## config.mk

```make
export PLATFORM = sky130hd
export DESIGN_NAME = spike_event_encoder
export DESIGN_NICKNAME = d
export VERILOG_FILES = /design/src/rtl/lif_pkg.sv /design/src/rtl/spike_fifo.sv /design/src/rtl/spike_event_encoder.sv
export SDC_FILE = /design/constraint.sdc
export NUM_CORES = 1
export LEC_CHECK = 0
export BUFFER_PORTS_ARGS = -buffer_cell sky130_fd_sc_hd__buf_2
export CAP_MARGIN = 25
export CORE_UTILIZATION = 35
export CTS_CLUSTER_DIAMETER = 150
export DETAILED_ROUTE_END_ITERATION = 8
export GPL_ROUTABILITY_DRIVEN = 1
export HOLD_SLACK_MARGIN = 0.12
export SLEW_MARGIN = 0
export SYNTH_ARGS = -nofsm -noshare
export SYNTH_HDL_FRONTEND = slang
export SYNTH_SLANG_ARGS = --single-unit
```

## constraint.sdc

```tcl
create_clock -name clk -period 3.5 [get_ports clk]
set_input_delay 0 -clock clk [delete_from_list [all_inputs] [get_ports clk]]
set_output_delay 0 -clock clk [all_outputs]
set_load 0.02 [all_outputs]
```

## src/rtl/lif_pkg.sv

```systemverilog
// Shared definitions for the LIF neuron datapath and its spike event encoder.
//   LIF_W          : width of ISI values, spike counters and window lengths
//   SPK_FIFO_DEPTH : default depth of the spike event FIFO
//   isi_t          : unsigned ISI / counter value
//   sat_inc()      : increment that sticks at the all-ones value instead of wrapping
package lif_pkg;

  localparam int LIF_W          = 8;
  localparam int SPK_FIFO_DEPTH = 4;

  typedef logic [LIF_W-1:0] isi_t;

  function automatic isi_t sat_inc(input isi_t v);
    return (v == '1) ? v : v + isi_t'(1);
  endfunction

endpackage

```

## src/rtl/spike_fifo.sv

```systemverilog
// Show-ahead synchronous FIFO for spike events.
// Ports:
//   clk, rst_n      : clock, synchronous active-low reset (discards contents)
//   push, push_data : write request and data; accepted if not full or popping
//   pop             : remove head entry (ignored when empty)
//   head_data       : head entry, forced to 0 while empty
//   full, empty     : occupancy flags
//   level           : current occupancy, 0..DEPTH
//   drop            : push rejected this cycle (full and not popping)
module spike_fifo
  import lif_pkg::*;
#(
  parameter int W     = LIF_W,
  parameter int DEPTH = SPK_FIFO_DEPTH
) (
  input  logic                       clk,
  input  logic                       rst_n,
  input  logic                       push,
  input  logic [W-1:0]               push_data,
  input  logic                       pop,
  output logic [W-1:0]               head_data,
  output logic                       full,
  output logic                       empty,
  output logic [$clog2(DEPTH):0]     level,
  output logic                       drop
);

  localparam int AW = $clog2(DEPTH);
  localparam int LW = AW + 1;

  logic [W-1:0]  mem_q [DEPTH];
  logic [AW-1:0] wr_ptr_q, wr_ptr_d;
  logic [AW-1:0] rd_ptr_q, rd_ptr_d;
  logic [LW-1:0] count_q, count_d;
  logic          wr_en;
  logic          rd_en;

  assign full  = (count_q == LW'(DEPTH));
  assign empty = (count_q == '0);
  assign level = count_q;

  // A pop frees the slot in the same cycle, so a push at full still lands.
  assign rd_en = pop & ~empty;
  assign wr_en = push & (~full | pop);
  assign drop  = push & full & ~pop;

  // Gating keeps the output at 0 after reset without clearing the storage.
  assign head_data = empty ? '0 : mem_q[rd_ptr_q];

  always_comb begin
    wr_ptr_d = wr_ptr_q;
    rd_ptr_d = rd_ptr_q;
    count_d  = count_q;
    if (wr_en) wr_ptr_d = wr_ptr_q + AW'(1);
    if (rd_en) rd_ptr_d = rd_ptr_q + AW'(1);
    case ({wr_en, rd_en})
      2'b10:   count_d = count_q + LW'(1);
      2'b01:   count_d = count_q - LW'(1);
      default: count_d = count_q;
    endcase
  end

  always_ff @(posedge clk) begin
    if (!rst_n) begin
      wr_ptr_q <= '0;
      rd_ptr_q <= '0;
      count_q  <= '0;
    end else begin
      wr_ptr_q <= wr_ptr_d;
      rd_ptr_q <= rd_ptr_d;
      count_q  <= count_d;
    end
  end

  // Storage has no reset so it can map onto distributed/block RAM.
  always_ff @(posedge clk) begin
    if (wr_en) mem_q[wr_ptr_q] <= push_data;
  end

endmodule

```

## src/rtl/spike_event_encoder.sv

```systemverilog
// Converts the neuron's spike level into inter-spike-interval events (buffered
// in a small FIFO with valid/ready output) and a per-window spike-rate count.
// Ports:
//   clk, rst_n             : clock, synchronous active-low reset
//   en                     : enables ISI and window counting
//   spike_in               : spike level from neuron; each rising edge is one spike
//   win_len                : window length in enabled cycles (0 means 2^W)
//   evt_data/valid/ready   : ISI event stream, show-ahead
//   rate_count, rate_valid : spike count of last window, one-cycle update pulse
//   overflow               : sticky, an event was dropped on a full FIFO
//   fifo_level             : FIFO occupancy
module spike_event_encoder
  import lif_pkg::*;
#(
  parameter int W     = LIF_W,
  parameter int DEPTH = SPK_FIFO_DEPTH
) (
  input  logic                   clk,
  input  logic                   rst_n,
  input  logic                   en,
  input  logic                   spike_in,
  input  logic [W-1:0]           win_len,
  output logic [W-1:0]           evt_data,
  output logic                   evt_valid,
  input  logic                   evt_ready,
  output logic [W-1:0]           rate_count,
  output logic                   rate_valid,
  output logic                   overflow,
  output logic [$clog2(DEPTH):0] fifo_level
);

  logic         spike_q,      spike_d;
  logic [W-1:0] isi_cnt_q,    isi_cnt_d;
  logic [W-1:0] win_cnt_q,    win_cnt_d;
  logic [W-1:0] spk_cnt_q,    spk_cnt_d;
  logic [W-1:0] len_q,        len_d;
  logic [W-1:0] rate_count_q, rate_count_d;
  logic         rate_valid_q, rate_valid_d;
  logic         overflow_q,   overflow_d;

  logic         spike_edge;
  logic [W-1:0] push_val;
  logic [W-1:0] len_m1;
  logic         win_last;
  logic         fifo_pop;
  logic         fifo_full;
  logic         fifo_empty;
  logic         fifo_drop;

  // Gating with en means an edge seen while disabled is simply lost; spike_q
  // keeps tracking, so a level still high at re-enable is not a new edge.
  assign spike_edge = spike_in & ~spike_q & en;
  assign push_val   = sat_inc(isi_cnt_q);

  // len_q = 0 wraps to all-ones here, giving a 2^W-cycle window for free.
  assign len_m1   = len_q - 1'b1;
  assign win_last = (win_cnt_q == len_m1);

  assign fifo_pop = evt_valid & evt_ready;

  always_comb begin
    spike_d      = spike_in;
    isi_cnt_d    = isi_cnt_q;
    win_cnt_d    = win_cnt_q;
    spk_cnt_d    = spk_cnt_q;
    len_d        = len_q;
    rate_count_d = rate_count_q;
    rate_valid_d = 1'b0;
    overflow_d   = overflow_q | fifo_drop;

    if (en) begin
      isi_cnt_d = spike_edge ? '0 : sat_inc(isi_cnt_q);

      if (win_last) begin
        // An edge on the closing cycle still belongs to this window.
        rate_count_d = spike_edge ? sat_inc(spk_cnt_q) : spk_cnt_q;
        rate_valid_d = 1'b1;
        spk_cnt_d    = '0;
        win_cnt_d    = '0;
        len_d        = win_len;
      end else begin
        win_cnt_d = win_cnt_q + 1'b1;
        if (spike_edge) spk_cnt_d = sat_inc(spk_cnt_q);
      end
    end
  end

  always_ff @(posedge clk) begin
    if (!rst_n) begin
      spike_q      <= 1'b0;
      isi_cnt_q    <= '0;
      win_cnt_q    <= '0;
      spk_cnt_q    <= '0;
      len_q        <= win_len;
      rate_count_q <= '0;
      rate_valid_q <= 1'b0;
      overflow_q   <= 1'b0;
    end else begin
      spike_q      <= spike_d;
      isi_cnt_q    <= isi_cnt_d;
      win_cnt_q    <= win_cnt_d;
      spk_cnt_q    <= spk_cnt_d;
      len_q        <= len_d;
      rate_count_q <= rate_count_d;
      rate_valid_q <= rate_valid_d;
      overflow_q   <= overflow_d;
    end
  end

  spike_fifo #(
    .W     (W),
    .DEPTH (DEPTH)
  ) u_fifo (
    .clk       (clk),
    .rst_n     (rst_n),
    .push      (spike_edge),
    .push_data (push_val),
    .pop       (fifo_pop),
    .head_data (evt_data),
    .full      (fifo_full),
    .empty     (fifo_empty),
    .level     (fifo_level),
    .drop      (fifo_drop)
  );

  assign evt_valid  = ~fifo_empty;
  assign rate_count = rate_count_q;
  assign rate_valid = rate_valid_q;
  assign overflow   = overflow_q;

endmodule

```

Word level (Yosys, flattened, before mapping)

Memories as Yosys holds them, arrays and structs flattened. A register that Yosys moved wholly into a read port is not among the register bits.
Index checks and enable logic that the tools add are counted.

Register bits: 50
Bits in writable memories: 32
Input bits: 13
Output and inout port bits: 22
Logic and storage cells: 62
Memories: 1

Memories:

| name         | words | width | rd ports | clocked after memory_dff | write ports | line             | RTL |
|---|---|---|---|---|---|---|---|
| u_fifo.mem_q | 4     | 8     | 1        | 1                        | 1           | spike_fifo.sv:31 | `logic [W-1:0] mem_q [DEPTH];` |

$add $sub $neg: 8
Eq/ne operators: 8
Multiplexer cells: 16
Bitwise logic cells: 13
Reductions and logical operators: 5

Operator list:

| kind                  | number |
|---|---|
| $mux W8               | 10 |
| $add A8 B1 Y8 const B | 3 |
| $eq A8 B8 Y1 const B  | 2 |
| $eq A8 B8 Y1          | 1 |
| $sub A8 B1 Y8 const B | 1 |
| $and A1 B1 Y1         | 7 |
| $pmux W3 S2           | 1 |
| $reduce_and A2 Y1     | 3 |
| $add A2 B1 Y2 const B | 2 |
| $mux W2               | 2 |
| $ne A2 B1 Y1 const B  | 2 |
| $not A1 Y1            | 4 |
| $add A3 B1 Y3 const B | 1 |
| $eq A3 B3 Y1 const B  | 1 |
| $logic_not A3 Y1      | 1 |
| $mux W1               | 3 |
| $sub A3 B1 Y3 const B | 1 |
| $eq A2 B1 Y1 const B  | 1 |
| $eq A2 B2 Y1 const B  | 1 |
| $or A1 B1 Y1          | 2 |
| $reduce_bool A2 Y1    | 1 |

Longest topological paths before layout

Depth in word-level cells: 7
Gate-level depth with buffers: 10
Depth with buffers taken out: 9

By module

Synthesis repeated with hierarchy kept, for this count alone.

Cell total of the unflattened synthesis: 360
Area, all modules: 4005.1 µm²

By module, submodules not included:

| module              | instances | cells each | area an instance (µm²) |
|---|---|---|---|
| spike_event_encoder | 1         | 254        | 2287.2 |
| spike_fifo          | 1         | 106        | 1717.9 |

Least setup slack after synthesis

OpenSTA, ideal clock, no wires.

Kind: flip-flop to flip-flop
From: register len_q[2]
To: register len_q[0], enable pin
Setup time: 0.329 ns
Data arrival time: 2.433 ns
Required time: 3.171 ns
Slack: 0.738 ns
Cell stages (with the launch flop): 9
Buffers on the path: 2
Cell sequence: edfxtp_1 or3_1 buf_2 or4_4 a2111oi_4 o311a_2 nand2_2 buf_6 nand2_1

Word-level cells in the longest chain between the ends: 4

RTL lines:

| element                     | line                       | RTL |
|---|---|---|
| start, declared             | spike_event_encoder.sv:36  | `logic [W-1:0] len_q, len_d;` |
| start signal, assigned      | spike_event_encoder.sv:94  | `len_q <= win_len;` |
| start signal, assigned      | spike_event_encoder.sv:103 | `len_q <= len_d;` |
| $sub A8 B1 Y8               | spike_event_encoder.sv:56  | `assign len_m1 = len_q - 1'b1;` |
| $eq A8 B8 Y1                | spike_event_encoder.sv:57  | `assign win_last = (win_cnt_q == len_m1);` |
| $ne A2 B1 Y1 (no line)      | -                          |  |
| $reduce_and A2 Y1 (no line) | -                          |  |

No other way between the ends.
A chain may end at the register's enable or synchronous reset.

Worst setup path in the final report

From: register len_q[2]
To: register len_q[2], enable pin

Same word-level chain as after synthesis.

==> impl_results.rst <==
.. list-table::
   :header-rows: 1

   * - Metric
     - Value
   * - Number of hold-slack violations in the final timing report
     - 0
   * - FF-to-FF setup slack
     - 700 ps
   * - Fin cells
     - 520
   * - Number of nets with antenna violations after detailed routing
     - 0
   * - CP Launch Type
     - register
   * - Worst clock skew
     - 9.700 ps
   * - Maximum cell stage delay along the critical path
     - about 550 ps
   * - Antenna violations before repair
     - 0
   * - Net count after synthesis
     - 359
   * - Post-synthesis to final-layout area growth
     - 15.12%
   * - Largest net degree at the start of global routing
     - 35
   * - Largest fanout on the critical path
     - 8
   * - P per Cell Area
     - 507.2 nW/um^2
   * - Vias in the first global route
     - approximately 2,500
   * - Utilization of the core after routing
     - 42.08%
   * - Routed wire length
     - 6604 microns
   * - Worst-path cell with the longest stage delay
     - sky130_fd_sc_hd__or4_4
   * - Worst rel slew slack
     - 61.87%
   * - Max-cap violations
     - 0
   * - Leak
     - 1.684 nW
   * - Post-placement cell count
     - 494
   * - Clk slew on worst S/H paths
     - 80 ps
   * - Final setup vio count
     - 0
   * - Floorplan die width
     - 106.3 microns
   * - Wire per inst
     - around 13 microns
   * - Io pins
     - 35
   * - Maximum clock frequency
     - around 0.36 GHz
   * - Total number of nets in the final design
     - approximately 400
   * - Number of CTS-inserted buffers
     - 9
   * - Filler cell count
     - just over 1,000
   * - Post-Synthesis Cells
     - 336
   * - Data required time of the critical path
     - 3520 ps
   * - Post-placement worst setup slack
     - 709.4 ps
   * - Post-synthesis async set-or-reset flop share
     - 0%
   * - Number of search-and-repair iterations in the first detailed-routing pass
     - 4
   * - Ratio of routed vias to standard cells
     - 4.813
   * - GRT Residual Overflow
     - 0
   * - CP cell instances
     - or3_1 > or4_4 > a2111oi_4 > o311a_2 > nand2_2 > nand2_1
   * - Final cycle utilization of the critical path
     - 79.86%
   * - Worst vdd rail ir drop
     - around 0.00024 V
   * - Final HPWL from detailed placement
     - 4521 microns
   * - Critical Path AT
     - 2820 ps
   * - Core box area
     - roughly 10,000 sq um
   * - Endpoint of the worst-slack reg-to-reg timing path
     - len_q[2]
   * - Initial core utilization
     - between 30% and 40%
   * - Mean area per synthesized cell
     - 11.33 sq um
   * - #FFs+latches synth
     - 84
   * - Status
     - finished, final reports clean
   * - Buffer cell driving the clock tree root
     - sky130_fd_sc_hd__clkbuf_8
   * - Count of antenna diodes in the layout
     - 0
   * - Setup repair after global routing missed its margin
     - no
   * - Worst Hold Endpoint
     - isi_cnt_q[3]
   * - Sink Count
     - between 80 and 90
   * - I/O Buffers
     - 34
   * - Die Height
     - 106.3 microns
   * - Clock period minus worst slack
     - 2795 ps
   * - Number of gates resized after cts
     - 0
   * - Bufs on Longest Clock Path
     - 2
   * - Depth of the worst register-to-register path
     - 6
   * - First DRT Iteration DRCs
     - 89
   * - Crit. End Element
     - register
   * - Unique cell type count in the Yosys netlist
     - 48
   * - Hold crit path type
     - in -> reg
   * - Startpoint of the worst register-to-register path
     - len_q[2]
   * - Final setup TNS
     - 0 ps
   * - Post-layout worst setup margin
     - 704.9 ps
   * - Number of setup buffers added after CTS
     - 0
   * - Total number of H-tree levels
     - 3
   * - Pins over their slew limit
     - 0
   * - Cell area after technology mapping
     - 3807 sq um
   * - Source-to-sink clock delay at the later pin of the worst-skew pair
     - 340 ps
   * - Final weighted congestion in routability-driven placement
     - between 0.8 and 0.9
   * - Global Route Usage Sum
     - 12.85%
   * - TritonCTS clock tree
     - yes
   * - Startpoint of the lowest-slack hold path
     - en
   * - Seq/Total Area, Yosys
     - 54.68%
   * - Number of flops mapped to enable cells by yosys
     - 40
   * - Sequential cell area
     - 2082 sq um
   * - Multi-input combinational cell area
     - approximately 1600 sq um
   * - Std cell rows
     - 37
   * - Vias after detailed routing
     - 2,503
   * - Placement-stage cell area
     - ~4100 sq um
   * - Share of final-layout standard cells stronger than drive strength 1
     - 17.45%
   * - DIE AREA
     - 11,300 sq um
   * - Slew at the pin with the worst max-slew slack
     - about 570 ps
   * - Final instance area
     - between 4000 and 5000 sq um
   * - First-pass GRT wire length
     - 11,530 microns
   * - Remaining design rule violation count
     - 0
   * - Worst setup path category
     - reg -> reg
   * - Most instantiated flip-flop cell in the synthesis netlist
     - sky130_fd_sc_hd__dfxtp_1
   * - Number of instances on the worst hold path
     - 3
   * - Total number of yosys warnings
     - 0
## cell families after synthesis
| family | synth area share [%] |
|---|---|
| flops | 54.68 |
| simple gates | 18.01 |
| compound gates | 6.310 |
| xor+xnor | 5.981 |
| fa+ha+maj | 3.483 |
| mux | 8.577 |
| buf+inv | 2.957 |
## worst max-delay path, delay by kind of cell, from the launching register on
| family | cells | cell delay [ps] |
|---|---|---|
| AOI/OAI and AO/OA | 2 | 640 |
| DFF | 1 | 460 |
| and+or+nand+nor | 4 | 1370 |
## layout make-up
cell class              instances  share of cell area [%]
clock buffers                  11                   2.997
clock inverters                 5                   1.199
inverters                      13                   1.113
multi-input cells             225                   36.80
flip-flops and latches         84                   47.50
well taps                     136                   3.882
repair buffers                 46                   6.509
## synth_stat cells, drive strengths merged (3+ instances only)
library cell / instances / area share [%]
inv: 12 / 1.2
mux2i: 9 / 2.4
nand3: 7 / 0.92
xnor2: 18 / 4.1
and3: 10 / 1.6
nor3: 4 / 0.53
edfxtp: 40 / 32
a21oi: 8 / 1.1
nand2: 36 / 3.6
buf: 4 / 0.69
ha: 9 / 3.0
a211oi: 3 / 0.59
mux2: 5 / 1.5
or3: 5 / 0.82
a22o: 3 / 0.69
o21ai: 7 / 0.92
nor4b: 3 / 0.69
nand4: 5 / 0.82
clkbuf: 10 / 0.99
xor2: 8 / 1.8
mux4: 8 / 4.7
nor2: 30 / 3.0
dfxtp: 44 / 23
and2: 17 / 2.8
nor2b: 5 / 0.82
## worst max path at each step
stage,start,end,slack (ps),depth (start not counted)
2_1_floorplan,len_q[2],len_q[0],740,8
3_3_place_gp,len_q[2],len_q[2],750,6
3_5_place_dp,len_q[2],len_q[2],710,6
4_1_cts,len_q[2],len_q[2],700,6
5_1_grt,len_q[2],len_q[0],540,6
6_report,len_q[2],len_q[2],700,6
## flip-flops by register name, indices dropped and copies added, names as in the netlist, 2 cells and up, named ones only
name,flops
isi_cnt_q,8
len_q,8
rate_count,8
spk_cnt_q,8
u_fifo.level,3
u_fifo.mem_q,32
u_fifo.rd_ptr_q,2
u_fifo.wr_ptr_q,2
win_cnt_q,8
## power breakdown
part	internal (W)	switching (W)
Combinational	0.000196	0.000241
Clock	0.000327	0.000328
Sequential	0.00107	0.0000607
Total	0.00159	0.000630
## placed cells by master (no fill, tap or decap), drive strengths merged, types with 2 or more instances in the layout
| master | Yosys | layout |
|---|---|---|
| and3 | 10 | 10 |
| nor3b | 2 | 2 |
| dlygate4sd3 | 0 | 10 |
| and2 | 17 | 17 |
| a211oi | 3 | 3 |
| nor3 | 4 | 4 |
| a22o | 3 | 3 |
| o31ai | 2 | 2 |
| xnor2 | 18 | 18 |
| buf | 4 | 36 |
| mux4 | 8 | 8 |
| mux2 | 5 | 5 |
| or4 | 2 | 2 |
| nand2 | 36 | 36 |
| clkinv | 1 | 4 |
| xor2 | 8 | 8 |
| dfxtp | 44 | 44 |
| edfxtp | 40 | 40 |
| nor4b | 3 | 3 |
| nand3b | 2 | 2 |
| mux2i | 9 | 9 |
| inv | 12 | 12 |
| ha | 9 | 9 |
| nand3 | 7 | 7 |
| a21oi | 8 | 8 |
| clkbuf | 10 | 11 |
| a31oi | 2 | 2 |
| nand4 | 5 | 5 |
| nand2b | 2 | 2 |
| nor2 | 30 | 30 |
| or3 | 5 | 5 |
| nor2b | 5 | 5 |
| o21ai | 7 | 7 |
| nor4 | 2 | 2 |
## layer usage
metal / track usage, % / part of all wire, %
met1: 16.04 / 49
met2: 21.75 / 47
met3: 3.311 / 2.8
met4: 3.869 / 0.83
met5: 0 / 0
## per-stage QoR
stage                     hold slack, ps  power (W)
after floorplan                    98.87   0.001473
after global placement             176.4   0.001585
after detailed placement           178.3   0.001593
after CTS                          135.8   0.002258
after global routing               152.6   0.002345
final                              148.6   0.002223
## repair_timing
action	CTS	global route
endpoints found under the hold margin	12	0
hold buffers	10	0
setup endpoints to repair	0	0
(Power assumes the default switching activity.)
